--- config.mk ---
export PLATFORM = sky130hd
export DESIGN_NAME = neg_pulse_gen_flat
export DESIGN_NICKNAME = d
export VERILOG_FILES = /design/src/rtl/synth_pulse_pkg.sv /design/src/rtl/neg_pulse_gen_if.sv /design/src/rtl/neg_pulse_gen_sat_counter.sv /design/src/rtl/neg_pulse_gen.sv /design/src/flat_wrapper.sv
export SDC_FILE = /design/constraint.sdc
export NUM_CORES = 1
export LEC_CHECK = 0
export ABC_AREA = 1
export ABC_CLOCK_PERIOD_IN_PS = 1900
export BUFFER_PORTS_ARGS = -buffer_cell sky130_fd_sc_hd__buf_2
export CORE_AREA = 2 2 59 45
export CTS_CLUSTER_SIZE = 12
export DETAILED_ROUTE_END_ITERATION = 10
export DIE_AREA = 0 0 61 47
export GPL_ROUTABILITY_DRIVEN = 0
export HOLD_SLACK_MARGIN = 0.1
export PLACE_DENSITY = 0.83
export SLEW_MARGIN = 20
export SYNTH_ARGS = -nofsm -noshare
export SYNTH_HDL_FRONTEND = slang
export SYNTH_SLANG_ARGS = --single-unit
--- constraint.sdc ---
create_clock -name clk -period 1.9 [get_ports clk]
set_input_delay 0.19 -clock clk [delete_from_list [all_inputs] [get_ports clk]]
set_output_delay 0.19 -clock clk [all_outputs]
set_load 0.03 [all_outputs]
--- src/rtl/synth_pulse_pkg.sv ---
// Shared definitions for the synthesizer pulse blocks: strobe FSM states and
// default timing constants also used by the edge-detector benches.
package synth_pulse_pkg;

    typedef enum logic [1:0] {
        IDLE    = 2'b00,
        ACTIVE  = 2'b01,
        RECOVER = 2'b10
    } pulse_state_e;

    localparam int DEF_PULSE_LEN = 4;
    localparam int DEF_GAP_LEN   = 2;
    localparam int DEF_CNT_W     = 8;

    // A zero-length strobe would produce no falling edge, so it is stretched to one cycle.
    function automatic int effPulseLen(input int len);
        return (len < 1) ? 1 : len;
    endfunction

endpackage

--- src/rtl/neg_pulse_gen_if.sv ---
// Trigger/strobe bundle between a pulse requester (master) and neg_pulse_gen (slave).
interface neg_pulse_gen_if
    import synth_pulse_pkg::*;
#(
    parameter int CNT_W = DEF_CNT_W
);
    logic             trig;
    logic             wn;
    logic             busy;
    logic             done;
    logic [CNT_W-1:0] drop_cnt;

    modport master (output trig, input wn, input busy, input done, input drop_cnt);
    modport slave  (input trig, output wn, output busy, output done, output drop_cnt);

endinterface

--- src/rtl/neg_pulse_gen_sat_counter.sv ---
// Saturating up-counter with synchronous clear; holds at all-ones.
module sat_counter #(
    parameter int W = 8
) (
    input  logic         clk_i,
    input  logic         clr_i,
    input  logic         inc_i,
    output logic [W-1:0] cnt_o
);
    logic [W-1:0] cnt_q;
    logic [W-1:0] cnt_d;

    always_comb begin
        cnt_d = cnt_q;
        if (inc_i && (cnt_q != {W{1'b1}})) begin
            cnt_d = cnt_q + W'(1);
        end
    end

    always_ff @(posedge clk_i) begin
        if (clr_i) begin
            cnt_q <= '0;
        end else begin
            cnt_q <= cnt_d;
        end
    end

    assign cnt_o = cnt_q;

endmodule

--- src/rtl/neg_pulse_gen.sv ---
// Turns a one-cycle trigger into an active-low strobe of PULSE_LEN cycles
// followed by a GAP_LEN-cycle high recovery window; ignored triggers are counted.
module neg_pulse_gen
    import synth_pulse_pkg::*;
#(
    parameter int PULSE_LEN = DEF_PULSE_LEN,
    parameter int GAP_LEN   = DEF_GAP_LEN,
    parameter bit RETRIG    = 1'b0,
    parameter int CNT_W     = DEF_CNT_W
) (
    input logic            clk,
    input logic            rst,
    neg_pulse_gen_if.slave bus
);
    localparam logic [CNT_W-1:0] PLEN_C = CNT_W'(effPulseLen(PULSE_LEN));
    localparam logic [CNT_W-1:0] GAP_C  = CNT_W'(GAP_LEN);

    pulse_state_e     state_q;
    pulse_state_e     state_d;
    logic [CNT_W-1:0] cnt_q;
    logic [CNT_W-1:0] cnt_d;
    logic             wn_q;
    logic             wn_d;
    logic             busy_q;
    logic             busy_d;
    logic             done_q;
    logic             done_d;
    logic             dropInc;
    logic [CNT_W-1:0] dropCount;

    always_ff @(posedge clk) begin
        if (rst) begin
            state_q <= IDLE;
            cnt_q   <= '0;
            wn_q    <= 1'b1;
            busy_q  <= 1'b0;
            done_q  <= 1'b0;
        end else begin
            state_q <= state_d;
            cnt_q   <= cnt_d;
            wn_q    <= wn_d;
            busy_q  <= busy_d;
            done_q  <= done_d;
        end
    end

    // The counter holds the cycles remaining in the current phase, including this one.
    always_comb begin
        state_d = state_q;
        cnt_d   = cnt_q;
        dropInc = 1'b0;
        case (state_q)
            IDLE: begin
                if (bus.trig) begin
                    state_d = ACTIVE;
                    cnt_d   = PLEN_C;
                end
            end
            ACTIVE: begin
                if (bus.trig && RETRIG) begin
                    cnt_d = PLEN_C;
                end else begin
                    dropInc = bus.trig;
                    if (cnt_q <= CNT_W'(1)) begin
                        if (GAP_LEN == 0) begin
                            state_d = IDLE;
                            cnt_d   = '0;
                        end else begin
                            state_d = RECOVER;
                            cnt_d   = GAP_C;
                        end
                    end else begin
                        cnt_d = cnt_q - CNT_W'(1);
                    end
                end
            end
            RECOVER: begin
                dropInc = bus.trig;
                if (cnt_q <= CNT_W'(1)) begin
                    state_d = IDLE;
                    cnt_d   = '0;
                end else begin
                    cnt_d = cnt_q - CNT_W'(1);
                end
            end
            default: begin
                state_d = IDLE;
                cnt_d   = '0;
            end
        endcase
    end

    // Outputs are decoded from the next state so they register alongside it.
    always_comb begin
        wn_d   = (state_d != ACTIVE);
        busy_d = (state_d != IDLE);
        done_d = (state_d == IDLE) && ((state_q == ACTIVE) || (state_q == RECOVER));
    end

    sat_counter #(
        .W(CNT_W)
    ) u_drop_cnt (
        .clk_i(clk),
        .clr_i(rst),
        .inc_i(dropInc),
        .cnt_o(dropCount)
    );

    assign bus.wn       = wn_q;
    assign bus.busy     = busy_q;
    assign bus.done     = done_q;
    assign bus.drop_cnt = dropCount;

endmodule

--- src/flat_wrapper.sv ---
// flat-port wrapper written by rule: the top's interface ports become plain ports
module neg_pulse_gen_flat import synth_pulse_pkg::*;
#(
    parameter int PULSE_LEN = DEF_PULSE_LEN,
    parameter int GAP_LEN   = DEF_GAP_LEN,
    parameter bit RETRIG    = 1'b0,
    parameter int CNT_W     = DEF_CNT_W
)
  (clk, rst, bus_trig, bus_wn, bus_busy, bus_done, bus_drop_cnt);
  neg_pulse_gen_if #(.CNT_W(CNT_W)) bus_i ();
  input logic clk;
  input logic rst;
  input wire logic [$bits(bus_i.trig)-1:0] bus_trig;
  output wire logic [$bits(bus_i.wn)-1:0] bus_wn;
  output wire logic [$bits(bus_i.busy)-1:0] bus_busy;
  output wire logic [$bits(bus_i.done)-1:0] bus_done;
  output wire logic [$bits(bus_i.drop_cnt)-1:0] bus_drop_cnt;
  assign bus_i.trig = bus_trig;
  assign bus_wn = bus_i.wn;
  assign bus_busy = bus_i.busy;
  assign bus_done = bus_i.done;
  assign bus_drop_cnt = bus_i.drop_cnt;
  neg_pulse_gen #(.PULSE_LEN(PULSE_LEN), .GAP_LEN(GAP_LEN), .RETRIG(RETRIG), .CNT_W(CNT_W)) u_core (.clk(clk), .rst(rst), .bus(bus_i));
endmodule
==> metrics.md, run 1 <==
| Metric | Value |
|---|---|
| Root Buffer | `clkbuf_4` |
| Port Buffer Count | `13` |
| Die width | `61 um` |
| Die H | `47 um` |
| Vias | `1047` |
| Cell taking the most area after synthesis | `dfxtp_1` |
| First-pass GRT wire length | `3.94 mm` |
| Synthesized area per cell | `between 7 and 8 um^2` |
| Post-Layout Inst Area | `1340 um^2` |
| Io pins | `14` |
| # hold bufs at CTS | `0` |
| Cell Area, Synth | `1220 um^2` |
| Post-layout minimum cycle time | `1.58 ns` |
| Placement Setup Slack | `0.362 ns` |
| Die area | `between 2000 and 3000 um^2` |
| WP data arrival | `1.84 ns` |
| Warnings, synthesis | `0` |
| Crit-path max cell delay | `0.42 ns` |
| Post-synth top area share | `34.5%` |
| Final WL | `2.40 mm` |
| Share of layout cells above drive strength 1 | `27.9%` |
| Largest net degree at the start of global routing | `12` |
| Worst Path Required | `2.16 ns` |
| Clock power share | `9.7%` |
| Drt wl/cell | `11.2 um` |
| Sw frac | `50.6%` |
| Insertion delay to the later sink of the worst-skew pair | `0.32 ns` |
| Seq pwr share | `between 20 and 30%` |
| Period utilization | `83.2%` |
| Worst setup path class | `reg2reg` |
| PnR worst setup slack | `0.320 ns` |
| P_sw | `1180 uW` |
| FMAX | `633 MHz` |
| Critical path cell sequence | `inv_1, ha_1, or2_2, nand2_4, nand3_2, nand2_1, nand2_1, nor2_2` |
| Htree depth | `1` |
| Fin Setup TNS | `0 ns` |
| Gr usage total | `between 10% and 20%` |
| Nets@finish | `190` |
| Slew Viols, Final | `0` |
| Initial antenna violation count | `0` |
| Setup bufs post-CTS | `0` |
| Worst-Margin Slew | `approximately 0.28 ns` |
| Drt drc | `0` |
| Longest Clk Path Bufs | `2` |
| Area Growth Syn to Fin | `10.4%` |
| Worst setup EP type | `register` |
| Sequential area share after synthesis | `34.5%` |
| Initial core utilization | `52.7%` |
| Netlist cell types | `24` |
| Syn Inst Count | `163` |
| Vias in the first global route | `931` |
| Final setup viols | `0` |
| P_int | `1150 uW` |
| TritonCTS clock tree | `yes` |
| RSZ-0062 raised after global routing | `no` |
| HP Class | `in2reg` |
| #FFs+latches synth | `21` |
| CTS resizes | `0` |
| Post-DP HPWL | `1.86 mm` |
| Max-cap violations | `0` |
| Clk slew on worst S/H paths | `between 0.1 and 0.15 ns` |
| Worst-path fanout max | `4` |
| Top cells by area, synth | `dfxtp_1, nand2_1, ha_1` |
| Most used cell, CP | `nand2_1` |
| Leakage | `0.000669 uW` |
| Reg-to-reg slack, setup | `0.32 ns` |
| Total grt overflow | `0` |
| Final ANT Viol Nets | `0` |
| Syn_nets | `173` |
| N_diodes | `0` |
| CP max-delay cell | `dfxtp_1` |
| Post-DP Area | `1320 um^2` |
| Total clock sinks | `21` |
| Initial DRC count | `48` |
| Worst slew margin | `81.4%` |
| Via-to-Cell Ratio | `4.92` |
| Final Hold Vio Count | `0` |
| # rows | `15` |
| Outcome | `completed` |
| Comb pwr share | `61.3%` |
| Clock Skew | `0.00511 ns` |
| Num CTS Buffers | `3` |
| Maximum VDD drop | `0.000681 V` |
| Core area | `2310 um^2` |
| Power Dens Cells | `roughly 1700 nW/um^2` |
| TritonRoute pass-1 iters | `4` |
| Startpoint types | `register` |
## state kept, by name, summed over array words and instances (netlist names)
signal                   count
u_core.bus.busy              1
u_core.bus.done              1
u_core.bus.wn                1
u_core.cnt_q                 8
u_core.state_q               2
u_core.u_drop_cnt.cnt_o      8
## metal layers
metal,vias to the layer above,part of all wire [%],global-route usage [%]
li1,532,-,-
met1,482,47,23.2
met2,27,47,33.1
met3,6,4.7,5.79
met4,0,1.2,6.09
met5,-,0,0
## cells in the final DEF (no fill, tap or decap)
| master | n |
|---|---|
| nand2_2 | 6 |
| clkinv_2 | 1 |
| nand4_1 | 2 |
| xor2_1 | 7 |
| inv_1 | 21 |
| o21ai_4 | 1 |
| ha_1 | 7 |
| nor2_1 | 8 |
| a21oi_1 | 9 |
| o21ai_1 | 1 |
| nand2_1 | 38 |
| nor2_2 | 10 |
| nand3_1 | 8 |
| or2_2 | 1 |
| xnor2_1 | 2 |
| inv_2 | 5 |
| buf_2 | 13 |
| a21oi_2 | 4 |
| o22ai_1 | 1 |
| clkbuf_4 | 3 |
| clkbuf_1 | 1 |
| dfxtp_1 | 21 |
| nor2_4 | 2 |
| o21ai_0 | 3 |
| nand3_2 | 1 |
| nand2_4 | 3 |
## final cells by class
| type | count | area (um^2) |
|---|---|---|
| clock buffer | 4 | 26.3 |
| fill | 216 | 965 |
| inverter | 27 | 103 |
| multi-input combinational | 114 | 687 |
| sequential | 21 | 420 |
| tap | 34 | 42.5 |
| timing repair buffer | 13 | 65.1 |
## synth_stat cells
cell type and number:
nor2_4 2, xnor2_1 2, nor2_2 10, clkinv_2 1, nand2_1 38, buf_4 1
xor2_1 7, nand2_4 3, inv_2 5, a21oi_1 9, nand4_1 2, dfxtp_1 21
o22ai_1 1, nor2_1 8, ha_1 7, o21ai_4 1, nand3_1 8, o21ai_0 3
a21oi_2 4, or2_2 1, nand3_2 1, o21ai_1 1, nand2_2 6, inv_1 21
## per-stage QoR
| stage | utilization, % | power, uW | hold slack, ns | cells |
|---|---|---|---|---|
| after floorplan | - | 1850 | 0.373 | 163 |
| after global placement | 57.1 | 2050 | 0.475 | 209 |
| after detailed placement | 57.1 | 2090 | 0.460 | 209 |
| after CTS | 58.2 | 2320 | 0.155 | 213 |
| after global routing | 58.2 | 2540 | 0.166 | 213 |
| final | 58.2 | 2320 | 0.160 | 213 |
## critical path, delay by kind of cell, from the launching register on
family	cells	cell delay, ns
flip-flops	1	0.42
adder cells (fa/ha/maj)	1	0.22
buffers and inverters	1	0.11
AND/OR/NAND/NOR	6	0.79
## cells by family (layout without fill, tap and decap cells)
logic type      Yosys count  in the layout  synth area share [%]
flops                    21             21                  34.5
compound gates           19             19                  10.1
xor+xnor                  9              9                  6.48
simple gates             79             79                  32.7
buf+inv                  28             44                  9.04
fa+ha+maj                 7              7                  7.19
## worst paths after layout
| check | startpoint | endpoint | cells after the start |
|---|---|---|---|
| min reg2reg | u_core.cnt_q[1] | u_core.cnt_q[1] | 2 |
| max | u_core.state_q[1] | u_core.bus.done | 8 |
| max reg2reg | u_core.state_q[1] | u_core.bus.done | 8 |
| min | rst | u_core.u_drop_cnt.cnt_o[5] | 2 |
## power groups by stage
| stage | Clock (uW) | Combinational [uW] | Sequential [uW] |
|---|---|---|---|
| detailed placement | 0 | 1410 | 685 |
| CTS | 233 | 1420 | 673 |
| global placement | 0 | 1370 | 677 |
| global route | 248 | 1600 | 690 |
| floorplan | 0 | 1110 | 739 |
| finish | 225 | 1420 | 674 |
(Power assumes the default switching activity.)
==> run 2: changes to the inputs <==
--- a/config.mk
+++ b/config.mk
@@ -6,15 +6,15 @@
 export NUM_CORES = 1
 export LEC_CHECK = 0
 export ABC_AREA = 1
-export ABC_CLOCK_PERIOD_IN_PS = 1900
+export ABC_CLOCK_PERIOD_IN_PS = 1400
 export BUFFER_PORTS_ARGS = -buffer_cell sky130_fd_sc_hd__buf_2
-export CORE_AREA = 2 2 59 45
+export CORE_AREA = 2 2 62 46
 export CTS_CLUSTER_SIZE = 12
 export DETAILED_ROUTE_END_ITERATION = 10
-export DIE_AREA = 0 0 61 47
+export DIE_AREA = 0 0 64 48
 export GPL_ROUTABILITY_DRIVEN = 0
 export HOLD_SLACK_MARGIN = 0.1
-export PLACE_DENSITY = 0.83
+export PLACE_DENSITY = 0.81
 export SLEW_MARGIN = 20
 export SYNTH_ARGS = -nofsm -noshare
 export SYNTH_HDL_FRONTEND = slang
==> constraint.sdc (replaced) <==
create_clock -name clk -period 1.4 [get_ports clk]
set_input_delay 0.14 -clock clk [delete_from_list [all_inputs] [get_ports clk]]
set_output_delay 0.14 -clock clk [all_outputs]
set_load 0.03 [all_outputs]
==> metrics.md, run 2 (synthesized netlist as in run 1, its figures left out) <==
| Metric | Value |
|---|---|
| Worst hold start | `rst` |
| Insertion delay to the later sink of the worst-skew pair | `~0.31 ns` |
| PnR worst setup slack | `-0.0748 ns` |
| Die width | `64 um` |
| Post-DP HPWL | `1.87 mm` |
| Final setup viols | `7` |
| Reg-to-reg slack, setup | `-0.07 ns` |
| Multi-input logic area | `828 um^2` |
| HP Class | `in2reg` |
| Root Buffer | `clkbuf_4` |
| Port Buffer Count | `13` |
| Initial antenna violation count | `0` |
| Die area | `3070 um^2` |
| Final Hold Vio Count | `0` |
| Commonest non-fill, non-tap cell in the layout | `nand2_1` |
| Worst-Margin Slew | `0.283 ns` |
| Core area | `2420 um^2` |
| Hold depth | `2` |
| Max-cap violations | `0` |
| Num CTS Buffers | `3` |
| Most frequent cells in the layout | `nand2_1, buf_4, dfxtp_1, inv_1, buf_2` |
| Post-layout minimum cycle time | `1.47 ns` |
| Placement Setup Slack | `-0.0757 ns` |
| Leakage | `0.000789 uW` |
| Final WL | `around 3.2 mm` |
| Inst Count DP | `between 200 and 250` |
| Startpoint types | `register` |
| Layout Cells excl Fill | `approximately 230` |
| Io pins | `14` |
| Worst setup EP type | `register` |
| Outcome | `finished with violations` |
| Via-to-Cell Ratio | `between 4 and 5` |
| Initial core utilization | `50.3%` |
| Slew Viols, Final | `0` |
| Register Area | `430 um^2` |
| R2R Path End | `u_core.cnt_q[1]` |
| Longest Clk Path Bufs | `2` |
| Drt drc | `0` |
| Total clock sinks | `21` |
| Final core utilization | `between 60% and 70%` |
| Number of fill cells | `194` |
| Die H | `48 um` |
| Drt wl/cell | `13.6 um` |
| FMAX | `678 MHz` |
| Power Dens Cells | `2670 nW/um^2` |
| Area Growth Syn to Fin | `36.5%` |
| Total grt overflow | `0` |
| WP data arrival | `about 1.7 ns` |
| Period utilization | `105%` |
| Clock Skew | `0.0171 ns` |
| Worst Path Required | `1.66 ns` |
| Vias in the first global route | `1011` |
| Worst slew margin | `between 80% and 90%` |
| RSZ-0062 raised after global routing | `yes` |
| Worst setup path class | `reg2reg` |
| Gr usage total | `between 10% and 20%` |
| Initial DRC count | `65` |
| Maximum VDD drop | `between 0.0009 and 0.001 V` |
| TritonRoute pass-1 iters | `4` |
| Share of layout cells above drive strength 1 | `roughly 51%` |
| Nets@finish | `210` |
| Hold_ws | `0.119 ns` |
| Clk slew on worst S/H paths | `between 0.1 and 0.15 ns` |
| Worst R2R Start | `u_core.state_q[0]` |
| Final ANT Viol Nets | `0` |
| Largest net degree at the start of global routing | `13` |
| # rows | `15` |
| Hold Crit Endpoint | `u_core.cnt_q[1]` |
| TritonCTS clock tree | `yes` |
| Vias | `about 1200` |
| First-pass GRT wire length | `4.37 mm` |
| Htree depth | `1` |
| Worst-path fanout max | `3` |
| Failing checks | `negative setup slack` |
| N_diodes | `0` |
| R2R cell count | `10` |
[run 2: per-layer routing]
layer	GRT usage, %	vias up	wire, um	part of all wire, %
met4	4.78	0	28	0.88
met5	0	-	0	0
met3	6.12	4	149	4.7
li1	-	576	-	-
met2	37.3	36	1630	51
met1	21.3	535	1370	43
[run 2: worst max-delay path, cell delays in order, from the launching register on]
cell and delay, ns:
dfxtp_2 0.38, inv_2 0.07, ha_4 0.17, inv_4 0.07, nor2_4 0.05, buf_6 0.11, nor2_4 0.14, inv_2 0.07
a21oi_2 0.12, nand2_1 0.09, a21oi_1 0.13
[run 2: cell type report]
cell class                      count  share of cell area (%)
Clock inverter                      1                   0.301
Tap cell                           34                    2.56
Multi-Input combinational cell    115                    49.8
Inverter                           27                    6.85
Clock buffer                        3                    1.36
Sequential cell                    21                    25.9
Timing Repair Buffer               32                    13.2
[run 2: how the worst max path moves through the flow]
| stage | to | slack [ns] | from | cells past startpoint |
|---|---|---|---|---|
| detailed placement | u_core.cnt_q[7] | -0.08 | u_core.state_q[0] | 9 |
| global placement | u_core.cnt_q[7] | 0.02 | u_core.state_q[0] | 9 |
| finish | u_core.cnt_q[1] | -0.07 | u_core.state_q[0] | 10 |
| CTS | u_core.cnt_q[4] | -0.01 | u_core.state_q[0] | 10 |
| global route | u_core.cnt_q[1] | -0.12 | u_core.state_q[0] | 10 |
| floorplan | u_core.u_drop_cnt.cnt_o[1] | 0.04 | u_core.u_drop_cnt.cnt_o[1] | 8 |
[run 2: per-stage QoR]
step | power, uW | area [um^2] | TNS, ns
after floorplan | 2520 | 1220 | 0
after global placement | 2870 | 1370 | 0
after detailed placement | 2960 | 1370 | -0.258
after CTS | 3460 | 1430 | -0.0121
after global routing | 4710 | 1660 | -0.686
final | 4430 | 1660 | -0.208
[run 2: where the power goes]
group / total, uW / internal (uW) / switching, uW / leakage (uW)
sequential: 968 / 804 / 164 / 0.000174
combinational: 3160 / 1300 / 1850 / 0.000597
clock: 306 / 107 / 199 / 0.0000177
total: 4430 / 2210 / 2220 / 0.000789
[run 2: repair_timing]
action,in CTS,in global routing
gates cloned,0,1
setup endpoints to repair,13,19
hold buffers,0,0
buffers inserted,1,12
pin swaps,3,26
gates resized for setup,10,41
==> run 3: changes to the inputs <==
--- a/config.mk
+++ b/config.mk
@@ -8,14 +8,15 @@
 export ABC_AREA = 1
 export ABC_CLOCK_PERIOD_IN_PS = 1400
 export BUFFER_PORTS_ARGS = -buffer_cell sky130_fd_sc_hd__buf_2
-export CORE_AREA = 2 2 62 46
+export CORE_AREA = 2 2 81 60
 export CTS_CLUSTER_SIZE = 12
 export DETAILED_ROUTE_END_ITERATION = 10
-export DIE_AREA = 0 0 64 48
+export DIE_AREA = 0 0 83 62
 export GPL_ROUTABILITY_DRIVEN = 0
 export HOLD_SLACK_MARGIN = 0.1
-export PLACE_DENSITY = 0.81
+export PLACE_DENSITY = 0.56
 export SLEW_MARGIN = 20
 export SYNTH_ARGS = -nofsm -noshare
 export SYNTH_HDL_FRONTEND = slang
+export SYNTH_HIERARCHICAL = 1
 export SYNTH_SLANG_ARGS = --single-unit
==> metrics.md, run 3 <==
| Metric | Value |
|---|---|
| Outcome | `completed` |
| Crit-path max cell delay | `0.37 ns` |
| #FFs+latches synth | `21` |
| Hold depth | `2` |
| Insertion delay to the later sink of the worst-skew pair | `about 0.26 ns` |
| Die area | `5150 um^2` |
| Worst Path Required | `1.57 ns` |
| Post-synth EDFFs | `0` |
| Worst-path fanout max | `4` |
| Warnings, synthesis | `6` |
| Final Hold Vio Count | `0` |
| Cell Area, Synth | `1270 um^2` |
| Worst setup EP type | `register` |
| Worst-Margin Slew | `0.244 ns` |
| Final ANT Viol Nets | `0` |
| Worst slew margin | `a little over four fifths` |
| Nets@finish | `between 200 and 250` |
| N_diodes | `0` |
| Fin Setup TNS | `0 ns` |
| Clock Skew | `about 0.0017 ns` |
| Most used cell, CP | `nor2_2` |
| Sequential area share after synthesis | `about 33%` |
| # rows | `21` |
| Initial DRC count | `56` |
| WP data arrival | `approximately 1.6 ns` |
| Largest net degree at the start of global routing | `13` |
| Share of layout cells above drive strength 1 | `39.7%` |
| Most frequent cells after synthesis | `nand2_1, inv_1, nor2_1, dfxtp_1, a21oi_1` |
| Total grt overflow | `0` |
| Initial core utilization | `28.3%` |
| Maximum VDD drop | `a little under 0.0009 V` |
| Area Growth Syn to Fin | `31.1%` |
| Leakage | `0.000784 uW` |
| Max-cap violations | `0` |
| Longest Clk Path Bufs | `2` |
| Post-DP HPWL | `1.99 mm` |
| R2R cell count | `10` |
| Final setup viols | `0` |
| Worst R2R Start | `u_core/cnt_q[0]` |
| Io pins | `14` |
| Main synth FF type | `dfxtp_1` |
| Via-to-Cell Ratio | `4.25` |
| Htree depth | `1` |
| Register Area | `around 430 um^2` |
| Post-synth top area share | `33.1%` |
| Power Dens Cells | `2110 nW/um^2` |
| Die width | `83 um` |
| Syn Inst Count | `189` |
| Drt drc | `0` |
| Count leader, synth | `nand2_1` |
| Startpoint types | `register` |
| Reg-to-reg slack, setup | `0.02 ns` |
| Hold_ws | `0.175 ns` |
| Root Buffer | `clkbuf_8` |
| RSZ-0062 raised after global routing | `yes` |
| Number of fill cells | `about 470` |
| Final WL | `around 2.8 mm` |
| Total chip power | `~3500 uW` |
| TritonCTS clock tree | `yes` |
| Most frequent cells in the layout | `nand2_1, nor2_1, inv_1, dfxtp_1, buf_4` |
| Vias in the first global route | `about 1000` |
| Netlist cell types | `20` |
| Worst hold start | `rst` |
| Top cells by area, synth | `dfxtp_1, nand2_1, ha_1` |
| # hold bufs at CTS | `0` |
| Worst setup path class | `reg2reg` |
| Asr flop ratio synth | `0%` |
| Cell taking the most area after synthesis | `dfxtp_1` |
| CP max-delay cell | `dfxtp_4` |
| Core area | `4490 um^2` |
| HP Class | `in2reg` |
| Synthesized area per cell | `just under 7 um^2` |
| Total clock sinks | `21` |
| Commonest non-fill, non-tap cell in the layout | `nand2_1` |
| Port Buffer Count | `13` |
| Post-layout minimum cycle time | `1.38 ns` |
| Die H | `62 um` |
| First-pass GRT wire length | `between 4 and 5 mm` |
| Hold Crit Endpoint | `u_core/cnt_q[5]` |
| FMAX | `724 MHz` |
| Critical path cell sequence | `inv_4, ha_4, nor2_2, nor2_2, nand2_4, buf_4, a21oi_2, nand2_1, nand2_1, nor2_2` |
| Initial antenna violation count | `0` |
| Slew Viols, Final | `0` |
| Period utilization | `98.7%` |
| Syn_nets | `199` |
| Gr usage total | `roughly 11%` |
| Multi-input logic area | `817 um^2` |
| Drt wl/cell | `10.3 um` |
| Vias | `1172` |
| TritonRoute pass-1 iters | `4` |
| R2R Path End | `u_core/bus.done` |
| Clk slew on worst S/H paths | `0.08 ns` |
| Num CTS Buffers | `3` |
-- run 3: power by group --
| group | total [uW] | switching (uW) | internal (uW) | leakage, uW |
|---|---|---|---|---|
| registers | 890 | 127 | 763 | 0.000174 |
| logic | 2220 | 1260 | 961 | 0.000585 |
| clock network | 406 | 207 | 198 | 0.0000255 |
-- run 3: cell families (layout without fill, tap and decap cells) --
group	Yosys count	after routing	synth area share, %
simple gates	102	102	37.7
buf+inv	33	63	10.6
compound gates	22	22	8.96
flops	21	21	33.1
fa+ha+maj	7	7	6.89
xor+xnor	4	4	2.76
-- run 3: routing by layer --
metal,track usage [%],vias to the layer above,part of all wire [%]
li1,-,640,-
met1,15.7,515,56
met2,16.6,15,40
met3,3.57,2,3.7
met4,2.11,0,0.49
met5,0,-,0
-- run 3: worst max-delay path by stage --
stage	start	slack (ns)	endpoint	depth (start not counted)
finish	u_core/cnt_q[0]	0.02	u_core/bus.done	10
global route	u_core/cnt_q[0]	-0.06	u_core/bus.done	10
CTS	u_core/state_q[0]	0.02	u_core/cnt_q[4]	9
detailed placement	u_core/state_q[0]	-0.03	u_core/u_drop_cnt/cnt_o[4]	9
global placement	u_core/state_q[0]	0.009	u_core/u_drop_cnt/cnt_o[4]	9
floorplan	u_core/state_q[1]	0.002	u_core/u_drop_cnt/cnt_o[3]	10
-- run 3: layout make-up --
type | instances | share of cell area, %
timing repair inverter | 1 | 0.450
inverter | 31 | 7.43
multi-input combinational | 135 | 49.0
tap | 57 | 4.28
sequential | 21 | 25.8
clock buffer | 3 | 2.48
clock inverter | 1 | 0.300
timing repair buffer | 27 | 10.2
-- run 3: metrics by stage --
stage | std cells | cell area [um^2] | worst slack, ns | utilization [%]
3_5_place_dp | 268 | 1470 | -0.0294 | 32.8
5_1_grt | 276 | 1670 | -0.0629 | 37.1
2_1_floorplan | 189 | 1280 | 0.00174 | -
4_1_cts | 272 | 1520 | 0.0164 | 33.8
3_3_place_gp | 268 | 1470 | 0.00920 | 32.8
6_report | 276 | 1670 | 0.0181 | 37.1
-- run 3: timing repair --
| action | 4_1_cts | 5_1_grt |
|---|---|---|
| pin swaps | 0 | 13 |
| buffers inserted | 0 | 3 |
| setup endpoints to repair | 3 | 20 |
| gates cloned | 0 | 1 |
| hold endpoints to repair | 0 | 0 |
| resized for setup | 1 | 34 |
-- run 3: worst max-delay path, delay by kind of cell, from the launching register on --
family,cells,cell delay [ns]
buffers and inverters,2,0.21
adders and majority gates,1,0.12
DFF,1,0.37
AOI/OAI and AO/OA,1,0.14
and+or+nand+nor,6,0.45
